## src/rtl/ours_axi32_to_apb_if.sv

```systemverilog
// Bus bundle for the single-beat AXI-to-APB4 bridge: the five AXI-style
// request/response channels on one side and one APB4 bus on the other.
// The slave modport is the bridge's view. The master modport is the view of
// whoever drives the requests and plays the APB peripheral.
interface ours_axi32_to_apb_if #(
    parameter int ADDR_W = 32
);
    // write address channel
    logic              awvalid;
    logic              awready;
    logic [11:0]       awid;
    logic [39:0]       awaddr;
    logic [2:0]        awprot;
    // write data channel
    logic              wvalid;
    logic              wready;
    logic [31:0]       wdata;
    logic [3:0]        wstrb;
    // read address channel
    logic              arvalid;
    logic              arready;
    logic [11:0]       arid;
    logic [39:0]       araddr;
    logic [2:0]        arprot;
    // read response channel
    logic              rvalid;
    logic              rready;
    logic [11:0]       rid;
    logic [31:0]       rdata;
    logic [1:0]        rresp;
    logic              rlast;
    // write response channel
    logic              bvalid;
    logic              bready;
    logic [11:0]       bid;
    logic [1:0]        bresp;
    // APB4 bus
    logic              psel;
    logic              penable;
    logic              pwrite;
    logic [ADDR_W-1:0] paddr;
    logic [31:0]       pwdata;
    logic [3:0]        pstrb;
    logic [2:0]        pprot;
    logic              pready;
    logic              pslverr;
    logic [31:0]       prdata;

    modport slave (
        input  awvalid, awid, awaddr, awprot,
        input  wvalid, wdata, wstrb,
        input  arvalid, arid, araddr, arprot,
        input  rready, bready,
        input  pready, pslverr, prdata,
        output awready, wready, arready,
        output rvalid, rid, rdata, rresp, rlast,
        output bvalid, bid, bresp,
        output psel, penable, pwrite, paddr, pwdata, pstrb, pprot
    );

    modport master (
        output awvalid, awid, awaddr, awprot,
        output wvalid, wdata, wstrb,
        output arvalid, arid, araddr, arprot,
        output rready, bready,
        output pready, pslverr, prdata,
        input  awready, wready, arready,
        input  rvalid, rid, rdata, rresp, rlast,
        input  bvalid, bid, bresp,
        input  psel, penable, pwrite, paddr, pwdata, pstrb, pprot
    );
endinterface

```

## src/rtl/ours_axi32_to_apb.sv

```systemverilog
// Single-beat AXI-to-APB4 bridge. It serves one transaction at a time and
// alternates between reads and writes when both are waiting. Addresses
// outside the window get DECERR without any APB cycle. An APB access that
// stalls too long is cut off with SLVERR.
// ADDR_W must be below 40 so that the window compare has upper bits to test.
module ours_axi32_to_apb #(
    parameter int          ADDR_W    = 32,
    parameter logic [39:0] BASE_ADDR = 40'h0,
    parameter int          TIMEOUT   = 256
) (
    input  logic               clk,
    input  logic               rstn,
    ours_axi32_to_apb_if.slave bus
);

    localparam logic [1:0] RESP_OKAY   = 2'b00;
    localparam logic [1:0] RESP_SLVERR = 2'b10;
    localparam logic [1:0] RESP_DECERR = 2'b11;

    // The counter only needs to reach TIMEOUT-1. TIMEOUT=0 turns the cut-off off.
    localparam int               CNT_W      = (TIMEOUT > 1) ? $clog2(TIMEOUT) : 1;
    localparam logic [CNT_W-1:0] CNT_LAST   = (TIMEOUT > 0) ? CNT_W'(TIMEOUT - 1) : '0;
    localparam logic             TIMEOUT_EN = (TIMEOUT > 0);

    typedef enum logic [2:0] {
        IDLE,
        SETUP,
        ACCESS,
        RESP_W,
        RESP_R
    } state_t;

    state_t            state_q;
    state_t            state_d;

    logic              wr_pend;
    logic              rd_pend;
    logic              grant_wr;
    logic              grant_rd;
    logic              req_hit;
    logic              timeout_hit;

    logic              last_wr_q;
    logic              is_wr_q;
    logic [CNT_W-1:0]  cnt_q;

    logic              psel_q;
    logic              penable_q;
    logic [ADDR_W-1:0] paddr_q;
    logic [31:0]       pwdata_q;
    logic [3:0]        pstrb_q;
    logic [2:0]        pprot_q;
    logic              rvalid_q;
    logic              bvalid_q;
    logic [11:0]       rid_q;
    logic [11:0]       bid_q;
    logic [31:0]       rdata_q;
    logic [1:0]        resp_q;

    // An address hits the window when its bits above the APB address match the base.
    function automatic logic win_hit(input logic [39:0] addr);
        return addr[39:ADDR_W] == BASE_ADDR[39:ADDR_W];
    endfunction

    assign wr_pend = bus.awvalid & bus.wvalid;
    assign rd_pend = bus.arvalid;

    // The ready signals come straight from the grant, so they rise only in IDLE.
    assign bus.awready = grant_wr;
    assign bus.wready  = grant_wr;
    assign bus.arready = grant_rd;

    assign bus.psel    = psel_q;
    assign bus.penable = penable_q;
    assign bus.pwrite  = is_wr_q;
    assign bus.paddr   = paddr_q;
    assign bus.pwdata  = pwdata_q;
    assign bus.pstrb   = pstrb_q;
    assign bus.pprot   = pprot_q;
    assign bus.rvalid  = rvalid_q;
    assign bus.rid     = rid_q;
    assign bus.rdata   = rdata_q;
    assign bus.rresp   = resp_q;
    assign bus.rlast   = 1'b1;
    assign bus.bvalid  = bvalid_q;
    assign bus.bid     = bid_q;
    assign bus.bresp   = resp_q;

    // State register for the transaction sequencer.
    always_ff @(posedge clk or negedge rstn) begin
        if (!rstn) begin
            state_q <= IDLE;
        end else begin
            state_q <= state_d;
        end
    end

    // Arbitration, window decode, APB progress and the timeout decision.
    always_comb begin
        state_d     = state_q;
        grant_wr    = 1'b0;
        grant_rd    = 1'b0;
        req_hit     = 1'b0;
        timeout_hit = 1'b0;
        case (state_q)
            IDLE: begin
                if (wr_pend && (!rd_pend || !last_wr_q)) begin
                    grant_wr = 1'b1;
                    req_hit  = win_hit(bus.awaddr);
                    state_d  = req_hit ? SETUP : RESP_W;
                end else if (rd_pend) begin
                    grant_rd = 1'b1;
                    req_hit  = win_hit(bus.araddr);
                    state_d  = req_hit ? SETUP : RESP_R;
                end
            end
            SETUP: begin
                state_d = ACCESS;
            end
            ACCESS: begin
                timeout_hit = TIMEOUT_EN && !bus.pready && (cnt_q == CNT_LAST);
                if (bus.pready || timeout_hit) begin
                    state_d = is_wr_q ? RESP_W : RESP_R;
                end
            end
            RESP_W: begin
                if (bus.bready) begin
                    state_d = IDLE;
                end
            end
            RESP_R: begin
                if (bus.rready) begin
                    state_d = IDLE;
                end
            end
            default: begin
                state_d = IDLE;
            end
        endcase
    end

    // Bus control and valids are registered from the next state, so reset clears them at once.
    always_ff @(posedge clk or negedge rstn) begin
        if (!rstn) begin
            psel_q    <= 1'b0;
            penable_q <= 1'b0;
            rvalid_q  <= 1'b0;
            bvalid_q  <= 1'b0;
        end else begin
            psel_q    <= (state_d == SETUP) || (state_d == ACCESS);
            penable_q <= (state_d == ACCESS);
            rvalid_q  <= (state_d == RESP_R);
            bvalid_q  <= (state_d == RESP_W);
        end
    end

    // Count ACCESS cycles spent waiting for pready, and restart the count outside ACCESS.
    always_ff @(posedge clk or negedge rstn) begin
        if (!rstn) begin
            cnt_q <= '0;
        end else if ((state_q == ACCESS) && (state_d == ACCESS)) begin
            cnt_q <= cnt_q + CNT_W'(1);
        end else begin
            cnt_q <= '0;
        end
    end

    // Capture the granted request, then the APB result or the error outcome.
    always_ff @(posedge clk or negedge rstn) begin
        if (!rstn) begin
            last_wr_q <= 1'b0;
            is_wr_q   <= 1'b0;
            paddr_q   <= '0;
            pwdata_q  <= '0;
            pstrb_q   <= '0;
            pprot_q   <= '0;
            rid_q     <= '0;
            bid_q     <= '0;
            rdata_q   <= '0;
            resp_q    <= RESP_OKAY;
        end else begin
            if (grant_wr) begin
                last_wr_q <= 1'b1;
                is_wr_q   <= 1'b1;
                bid_q     <= bus.awid;
                paddr_q   <= bus.awaddr[ADDR_W-1:0];
                pprot_q   <= bus.awprot;
                pwdata_q  <= bus.wdata;
                pstrb_q   <= bus.wstrb;
                if (!req_hit) begin
                    resp_q  <= RESP_DECERR;
                    rdata_q <= '0;
                end
            end else if (grant_rd) begin
                last_wr_q <= 1'b0;
                is_wr_q   <= 1'b0;
                rid_q     <= bus.arid;
                paddr_q   <= bus.araddr[ADDR_W-1:0];
                pprot_q   <= bus.arprot;
                pwdata_q  <= '0;
                pstrb_q   <= '0;
                if (!req_hit) begin
                    resp_q  <= RESP_DECERR;
                    rdata_q <= '0;
                end
            end else if (state_q == ACCESS) begin
                if (bus.pready) begin
                    resp_q <= bus.pslverr ? RESP_SLVERR : RESP_OKAY;
                    if (!is_wr_q) begin
                        rdata_q <= bus.prdata;
                    end
                end else if (timeout_hit) begin
                    resp_q  <= RESP_SLVERR;
                    rdata_q <= '0;
                end
            end
        end
    end

endmodule

```

## src/flat_wrapper.sv

```systemverilog
// flat-port wrapper written by rule: the top's interface ports become plain ports
module ours_axi32_to_apb_flat 
#(
    parameter int          ADDR_W    = 32,
    parameter logic [39:0] BASE_ADDR = 40'h0,
    parameter int          TIMEOUT   = 256
)
  (clk, rstn, bus_awvalid, bus_awid, bus_awaddr, bus_awprot, bus_wvalid, bus_wdata, bus_wstrb, bus_arvalid, bus_arid, bus_araddr, bus_arprot, bus_rready, bus_bready, bus_pready, bus_pslverr, bus_prdata, bus_awready, bus_wready, bus_arready, bus_rvalid, bus_rid, bus_rdata, bus_rresp, bus_rlast, bus_bvalid, bus_bid, bus_bresp, bus_psel, bus_penable, bus_pwrite, bus_paddr, bus_pwdata, bus_pstrb, bus_pprot);
  ours_axi32_to_apb_if #(.ADDR_W(ADDR_W)) bus_i ();
  input  logic clk;
  input  logic rstn;
  input wire logic [$bits(bus_i.awvalid)-1:0] bus_awvalid;
  input wire logic [$bits(bus_i.awid)-1:0] bus_awid;
  input wire logic [$bits(bus_i.awaddr)-1:0] bus_awaddr;
  input wire logic [$bits(bus_i.awprot)-1:0] bus_awprot;
  input wire logic [$bits(bus_i.wvalid)-1:0] bus_wvalid;
  input wire logic [$bits(bus_i.wdata)-1:0] bus_wdata;
  input wire logic [$bits(bus_i.wstrb)-1:0] bus_wstrb;
  input wire logic [$bits(bus_i.arvalid)-1:0] bus_arvalid;
  input wire logic [$bits(bus_i.arid)-1:0] bus_arid;
  input wire logic [$bits(bus_i.araddr)-1:0] bus_araddr;
  input wire logic [$bits(bus_i.arprot)-1:0] bus_arprot;
  input wire logic [$bits(bus_i.rready)-1:0] bus_rready;
  input wire logic [$bits(bus_i.bready)-1:0] bus_bready;
  input wire logic [$bits(bus_i.pready)-1:0] bus_pready;
  input wire logic [$bits(bus_i.pslverr)-1:0] bus_pslverr;
  input wire logic [$bits(bus_i.prdata)-1:0] bus_prdata;
  output wire logic [$bits(bus_i.awready)-1:0] bus_awready;
  output wire logic [$bits(bus_i.wready)-1:0] bus_wready;
  output wire logic [$bits(bus_i.arready)-1:0] bus_arready;
  output wire logic [$bits(bus_i.rvalid)-1:0] bus_rvalid;
  output wire logic [$bits(bus_i.rid)-1:0] bus_rid;
  output wire logic [$bits(bus_i.rdata)-1:0] bus_rdata;
  output wire logic [$bits(bus_i.rresp)-1:0] bus_rresp;
  output wire logic [$bits(bus_i.rlast)-1:0] bus_rlast;
  output wire logic [$bits(bus_i.bvalid)-1:0] bus_bvalid;
  output wire logic [$bits(bus_i.bid)-1:0] bus_bid;
  output wire logic [$bits(bus_i.bresp)-1:0] bus_bresp;
  output wire logic [$bits(bus_i.psel)-1:0] bus_psel;
  output wire logic [$bits(bus_i.penable)-1:0] bus_penable;
  output wire logic [$bits(bus_i.pwrite)-1:0] bus_pwrite;
  output wire logic [$bits(bus_i.paddr)-1:0] bus_paddr;
  output wire logic [$bits(bus_i.pwdata)-1:0] bus_pwdata;
  output wire logic [$bits(bus_i.pstrb)-1:0] bus_pstrb;
  output wire logic [$bits(bus_i.pprot)-1:0] bus_pprot;
  assign bus_i.awvalid = bus_awvalid;
  assign bus_i.awid = bus_awid;
  assign bus_i.awaddr = bus_awaddr;
  assign bus_i.awprot = bus_awprot;
  assign bus_i.wvalid = bus_wvalid;
  assign bus_i.wdata = bus_wdata;
  assign bus_i.wstrb = bus_wstrb;
  assign bus_i.arvalid = bus_arvalid;
  assign bus_i.arid = bus_arid;
  assign bus_i.araddr = bus_araddr;
  assign bus_i.arprot = bus_arprot;
  assign bus_i.rready = bus_rready;
  assign bus_i.bready = bus_bready;
  assign bus_i.pready = bus_pready;
  assign bus_i.pslverr = bus_pslverr;
  assign bus_i.prdata = bus_prdata;
  assign bus_awready = bus_i.awready;
  assign bus_wready = bus_i.wready;
  assign bus_arready = bus_i.arready;
  assign bus_rvalid = bus_i.rvalid;
  assign bus_rid = bus_i.rid;
  assign bus_rdata = bus_i.rdata;
  assign bus_rresp = bus_i.rresp;
  assign bus_rlast = bus_i.rlast;
  assign bus_bvalid = bus_i.bvalid;
  assign bus_bid = bus_i.bid;
  assign bus_bresp = bus_i.bresp;
  assign bus_psel = bus_i.psel;
  assign bus_penable = bus_i.penable;
  assign bus_pwrite = bus_i.pwrite;
  assign bus_paddr = bus_i.paddr;
  assign bus_pwdata = bus_i.pwdata;
  assign bus_pstrb = bus_i.pstrb;
  assign bus_pprot = bus_i.pprot;
  ours_axi32_to_apb #(.ADDR_W(ADDR_W), .BASE_ADDR(BASE_ADDR), .TIMEOUT(TIMEOUT)) u_core (.clk(clk), .rstn(rstn), .bus(bus_i));
endmodule
```

## config.mk

```make
export PLATFORM = sky130hd
export DESIGN_NAME = ours_axi32_to_apb_flat
export DESIGN_NICKNAME = d
export VERILOG_FILES = /design/src/rtl/ours_axi32_to_apb_if.sv /design/src/rtl/ours_axi32_to_apb.sv /design/src/flat_wrapper.sv
export SDC_FILE = /design/constraint.sdc
export NUM_CORES = 1
export LEC_CHECK = 0
export CAP_MARGIN = 20
export CORE_MARGIN = 5
export CORE_UTILIZATION = 42
export CTS_CLUSTER_SIZE = 12
export DETAILED_ROUTE_END_ITERATION = 8
export PLACE_DENSITY = 0.87
export SETUP_SLACK_MARGIN = 0.3
export SLEW_MARGIN = 20
export SYNTH_ARGS = -nofsm -noshare
export SYNTH_HDL_FRONTEND = slang
export SYNTH_SLANG_ARGS = --single-unit
```

## constraint.sdc

```tcl
create_clock -name clk -period 3.4 [get_ports clk]
set_input_delay 1.02 -clock clk [delete_from_list [all_inputs] [get_ports clk]]
set_output_delay 1.02 -clock clk [all_outputs]
set_load 0.05 [all_outputs]
```

==> flow_summary.ini, run 1 <==
[run_status]
status = finished, final reports clean

[die]
die_area_um2 = 16300
die_y_um = 128
die_w_um = 128
rows = 43
start_util_pct = 42.3
core_um2 = 13800
io_pins = 327

[detailed_routing]
drtAntennaViolNets = 0
wl_mm = 19.5
routedWlPerCell_um = 19.7
vias = 5080
drc = 0
drtIter0Drc = 325
via_per_inst = 5.14
drt_first_pass_iters = 6

[timing]
setup_viol = 0
finalCritPeriodShare_pct = 90.4
maxSlewViolCount = 0
worst_pin_slew_ps = 800
tns_ps = 0
layout_min_cycle_time_ps = 3070
setup_ws_ps = 327
clock_skew_ps = 7.63
max_slew_margin_pct = 46.7
rsz0062_at_grt = no
hold_viol = 0
fmax_mhz = 325

[run]
max_cap_viol_count = 0

[synth]
synth_seq_cells = 145
synth_edf_count = 0
yosysUniqueCellTypes = 43
syn_area_um2 = 5830
yosysWarningCount = 0
async_flop_share_pct = 100
synth_fp_nets = 666
syn_inst = 478
synthFlopType = dfrtp_1
yosysSeqAreaShare_pct = 62.2
avgSynthCellArea_um2 = 12.2

[global_route]
grt_pass1_vias = 5557
grt_pass1_wl_mm = 30.0
overflow = 0
grt_util_all_layers_pct = 23.8
grt_max_degree = 107
antenna_found_initial = 0

[cells_and_area]
nFillCells = 896
finalNetCount = 986
antennaDiodeCount = 0
multi_input_area_um2 = 2050
ff_latch_area_um2 = 3630
utilization_pct = 71.9
area_growth_syn_to_layout_pct = 69.7
stdcell_count = 989
drive_gt1_share_pct = 8.03

[power_and_ir_drop]
power_w = 0.0107
p_leak_nw = 4.55
powerDensity_nw_per_um2 = 1080
irDropWorstVdd_uv = 689

[placement]
dp_cells = 959
post-dp-hpwl_mm = 14.6
pre_cts_ws_ps = 160
port_buffers = 325
gp_congestion = 0.856

[critical_path]
endpoint_kind = output port
crit_type = in2out
cp_top_family = buffers and inverters
worstPathMaxFanout = 4
cp.depth = 4
cp.arrival_ps = 2050
r2r_cells = 6
start_kind = primary input
path_buf_inv = 3
required_ps = 2380
critPathSlowestCell = clkdlybuf4s50_1
path_cells = clkdlybuf4s50_1 -> nand4_1 -> inv_2 -> buf_12
max_stage_delay_ps = 550

[cts]
clock_sinks = 145
root_buffer = clkbuf_16
clkTransAtPathRegs_ps = 50
htreeDepth = 4
clockBufferDepth = 2
cts_buffers = 17
cts_tree = yes
clock_latency_ps = 420

[hold_path]
hold_path_class = reg2reg
hold_depth = 1
cell families after synthesis:
| kind of cell | after synthesis | share of synthesized area, % |
|---|---|---|
| AOI/OAI and AO/OA | 115 | 14.8 |
| xor gates and xnor gates | 6 | 0.901 |
| DFF | 145 | 62.2 |
| buffers and inverters | 34 | 2.96 |
| muxes | 47 | 8.33 |
| and+or+nand+nor | 129 | 10.5 |
| adders and majority gates | 1 | 0.215 |
| other | 1 | 0.0643 |
synth_stat cells, types with 2 or more instances:
| library cell | number | share of area (%) |
|---|---|---|
| clkbuf_1 | 19 | 1.2 |
| nand3_1 | 7 | 0.60 |
| o21ai_0 | 37 | 3.2 |
| nand4_1 | 2 | 0.21 |
| o31a_1 | 2 | 0.30 |
| buf_4 | 4 | 0.52 |
| a22o_1 | 68 | 10 |
| mux2i_1 | 35 | 6.0 |
| buf_6 | 3 | 0.58 |
| nor3b_1 | 2 | 0.26 |
| buf_2 | 6 | 0.52 |
| and3_1 | 6 | 0.64 |
| nand3b_1 | 2 | 0.26 |
| mux2_2 | 12 | 2.3 |
| nand2_1 | 83 | 5.3 |
| inv_1 | 2 | 0.13 |
| xnor2_1 | 3 | 0.45 |
| xor2_1 | 3 | 0.45 |
| nor2_1 | 14 | 0.90 |
| dfrtp_1 | 145 | 62 |
power by group:
part | switching [W] | total, W | internal, W
combinational | 0.00381 | 0.00582 | 0.00201
clock | 0.000676 | 0.00191 | 0.00123
sequential | 0.000464 | 0.00292 | 0.00246
worst register-to-register path, cell delays in order (launching register included):
cell and delay (ps):
dfrtp_1 450, nor3_2 460, nand4_1 220, buf_4 380, o211a_1 360, o21ai_0 250, nor2_1 80
area by class of cell:
type | count | area share, %
multi-input combinational | 299 | 20.7
clock inverter | 11 | 1.66
tap | 180 | 2.28
inverter | 2 | 0.0759
timing repair buffer | 333 | 34.2
sequential | 145 | 36.7
clock buffer | 19 | 4.48
sequential cells by signal, summed over array words and instances (netlist names), 2 cells and up:
signal / cells
u_core.bus.pprot: 3
u_core.cnt_q: 8
u_core.bus.pstrb: 4
u_core.bus.bresp: 2
u_core.bus.bid: 12
u_core.state_q: 3
u_core.bus.rid: 12
u_core.bus.pwdata: 32
u_core.bus.rdata: 32
u_core.bus.paddr: 32
per-stage QoR:
stage	hold WS [ps]	instance area, µm²
2_1_floorplan	425	5840
3_3_place_gp	438	9280
3_5_place_dp	461	9280
4_1_cts	471	9890
5_1_grt	505	9900
6_report	472	9900
per-layer routing:
metal	vias up	wire length, µm	GRT usage, %	part of all wire, %
li1	2345	-	-	-
met1	2446	7170	26.9	37
met2	257	10000	41.3	51
met3	32	1770	8.33	9.1
met4	0	531	9.36	2.7
met5	-	0	0	0
cell usage in the layout (no fill, tap or decap), types with 2 or more instances in the layout:
| master | n |
|---|---|
| mux2i_1 | 35 |
| nand3_1 | 5 |
| clkinv_2 | 4 |
| a22o_1 | 68 |
| xnor2_1 | 3 |
| xor2_1 | 3 |
| clkbuf_16 | 17 |
| buf_12 | 6 |
| dfrtp_1 | 145 |
| nand3b_1 | 2 |
| o31a_1 | 2 |
| nand3_2 | 2 |
| bufinv_16 | 4 |
| clkdlybuf4s50_1 | 320 |
| nand4_1 | 2 |
| and3_1 | 6 |
| mux2_2 | 12 |
| inv_2 | 2 |
| o21ai_0 | 37 |
| nand2_1 | 82 |
| nor3b_1 | 2 |
| nor2_1 | 14 |
| buf_4 | 5 |
| clkinvlp_4 | 2 |
worst paths after layout:
kind | slack [ps] | from | endpoint
max | 330 | bus_wvalid | bus_awready
min | 470 | u_core.cnt_q[0] | u_core.cnt_q[0]
min in group asynchronous | 600 | rstn | u_core.bus.rid[3]
max in group asynchronous | 2040 | rstn | u_core.bus.pwdata[31]
max reg2reg | 1080 | u_core.state_q[2] | u_core.bus.psel
min reg2reg | 470 | u_core.cnt_q[0] | u_core.cnt_q[0]
timing repair:
item | 4_1_cts | 5_1_grt
hold buffers | 0 | 0
buffers inserted | 0 | 0
pin swaps | 0 | 0
setup endpoints to repair | 3 | 1
gates resized for setup | 4 | 1
No activity file was read; power rests on OpenSTA's default activity.
==> inputs of run 2 (changes only) <==
Settings changed: CAP_MARGIN 20 to 15.
==> results of run 2 <==
Final layout, timing and power as in run 1 (identical DEF).
==> inputs of run 3 (changes only) <==
Settings changed: CORE_UTILIZATION 42 to 35, PLACE_DENSITY 0.87 to 0.77.
Clock period 3.4 ns to 2.5 ns, I/O delays scaled along.
==> flow_summary.ini, run 3 (same netlist as run 1, synthesis figures left out) <==
[power_and_ir_drop]
powerDensity_nw_per_um2 = 1400
p_leak_nw = 5.17
irDropWorstVdd_uv = 860

[die]
core_um2 = 16500
io_pins = 327
start_util_pct = 35.4
rows = 47
die_y_um = 139
die_area_um2 = 19300
die_w_um = 139

[cells_and_area]
final_cell_mix = clkdlybuf4s50_1, dlygate4sd2_1, dfrtp_1, nand2_1, a22o_1
drive_gt1_share_pct = 12.5
layout_commonest_cell = clkdlybuf4s50_1
utilization_pct = 61.7
finalNetCount = 1015
antennaDiodeCount = 0
final_cell_area_um2 = 10200
area_growth_syn_to_layout_pct = 74.2

[detailed_routing]
drc = 0
drtIter0Drc = 190
vias = 5123
via_per_inst = 4.83
wl_mm = 19.4
drtAntennaViolNets = 0
drt_first_pass_iters = 4
routedWlPerCell_um = 18.3

[timing]
maxSlewViolCount = 0
clock_skew_ps = 8.78
setup_viol = 0
setup_ws_ps = 169
max_slew_margin_pct = 61.8
rsz0062_at_grt = yes
hold_slack_ps = 238
hold_viol = 0
fmax_mhz = 429
finalCritPeriodShare_pct = 93.2
tns_ps = 0
worst_pin_slew_ps = 576
layout_min_cycle_time_ps = 2330

[run]
max_cap_viol_count = 0

[global_route]
grt_max_degree = 107
grt_pass1_vias = 5303
grt_pass1_wl_mm = 29.9
overflow = 0
grt_util_all_layers_pct = 19.6
antenna_found_initial = 0

[placement]
post-dp-hpwl_mm = 14.3
gp_congestion = 0.774
dpl_cell_area_um2 = 9480
pre_cts_ws_ps = -228
port_buffers = 325

[cts]
clkTransAtPathRegs_ps = 60
clock_sinks = 145
cts_tree = yes
clockBufferDepth = 2
htreeDepth = 4
cts_buffers = 17
clock_latency_ps = 420
root_buffer = clkbuf_16

[critical_path]
crit_type = reg2out
rr_startpoint = u_core.state_q[0]
crit_path_start = u_core.state_q[0]
cp.arrival_ps = 1580
critPathSlowestCell = dfrtp_2
required_ps = 1750
cp_top_family = flip-flops
r2r_slack_ps = 400
worstSetupEndpoint = bus_wready
path_buf_inv = 2
worstPathMaxFanout = 4
endpoint_kind = output port
start_kind = flip-flop
cp.depth = 4
r2r_end = u_core.bus.rdata[5]
path_cells = nor3_4 -> nand4_1 -> inv_2 -> buf_12
max_stage_delay_ps = 420
r2r_cells = 6

[run_status]
status = finished, final reports clean

[hold_path]
hold_path_class = in2async
## run 3: worst min path at each step
stage / slack (ps) / from / cells past startpoint / to
3_3_place_gp: 440 / u_core.cnt_q[0] / 1 / u_core.cnt_q[0]
5_1_grt: 270 / rstn / 1 / u_core.bus.pwdata[16]
4_1_cts: 250 / rstn / 1 / u_core.bus.pwdata[13]
6_report: 240 / rstn / 1 / u_core.bus.pwdata[16]
2_1_floorplan: 430 / u_core.cnt_q[0] / 1 / u_core.cnt_q[0]
3_5_place_dp: 470 / u_core.bus.bid[9] / 2 / u_core.bus.bid[9]
## run 3: metrics by stage
step	std cells	power [W]
floorplan	478	0.00894
global route	1060	0.0149
finish	1060	0.0142
global placement	1014	0.0118
CTS	1055	0.0143
detailed placement	1014	0.0119
## run 3: layout make-up
class	instances	area [µm²]
Tap cell	220	275
Timing Repair Buffer	362	3480
Sequential cell	145	3630
Clock buffer	20	447
Inverter	2	10.0
Clock inverter	12	205
Multi-Input combinational cell	299	2110
Fill cell	1351	6310
## run 3: layer usage
| layer | GRT usage, % | up-vias | wire, µm |
|---|---|---|---|
| met2 | 33.6 | 244 | 9810 |
| met5 | 0 | - | 0 |
| met1 | 22.7 | 2440 | 7580 |
| met4 | 5.36 | 0 | 300 |
| met3 | 8.00 | 24 | 1730 |
| li1 | - | 2415 | - |
## run 3: where the power goes
| group | switching, W | internal (W) | leakage [nW] |
|---|---|---|---|
| clock network | 0.000987 | 0.00180 | 0.311 |
| logic | 0.00523 | 0.00230 | 2.99 |
| registers | 0.000557 | 0.00335 | 1.87 |
## run 3: timing repair
action	CTS	global route
cloned	2	0
gates resized for setup	156	7
buffers inserted	7	5
pin swaps	9	8
endpoints found under the setup margin	170	35
hold buffers	0	0
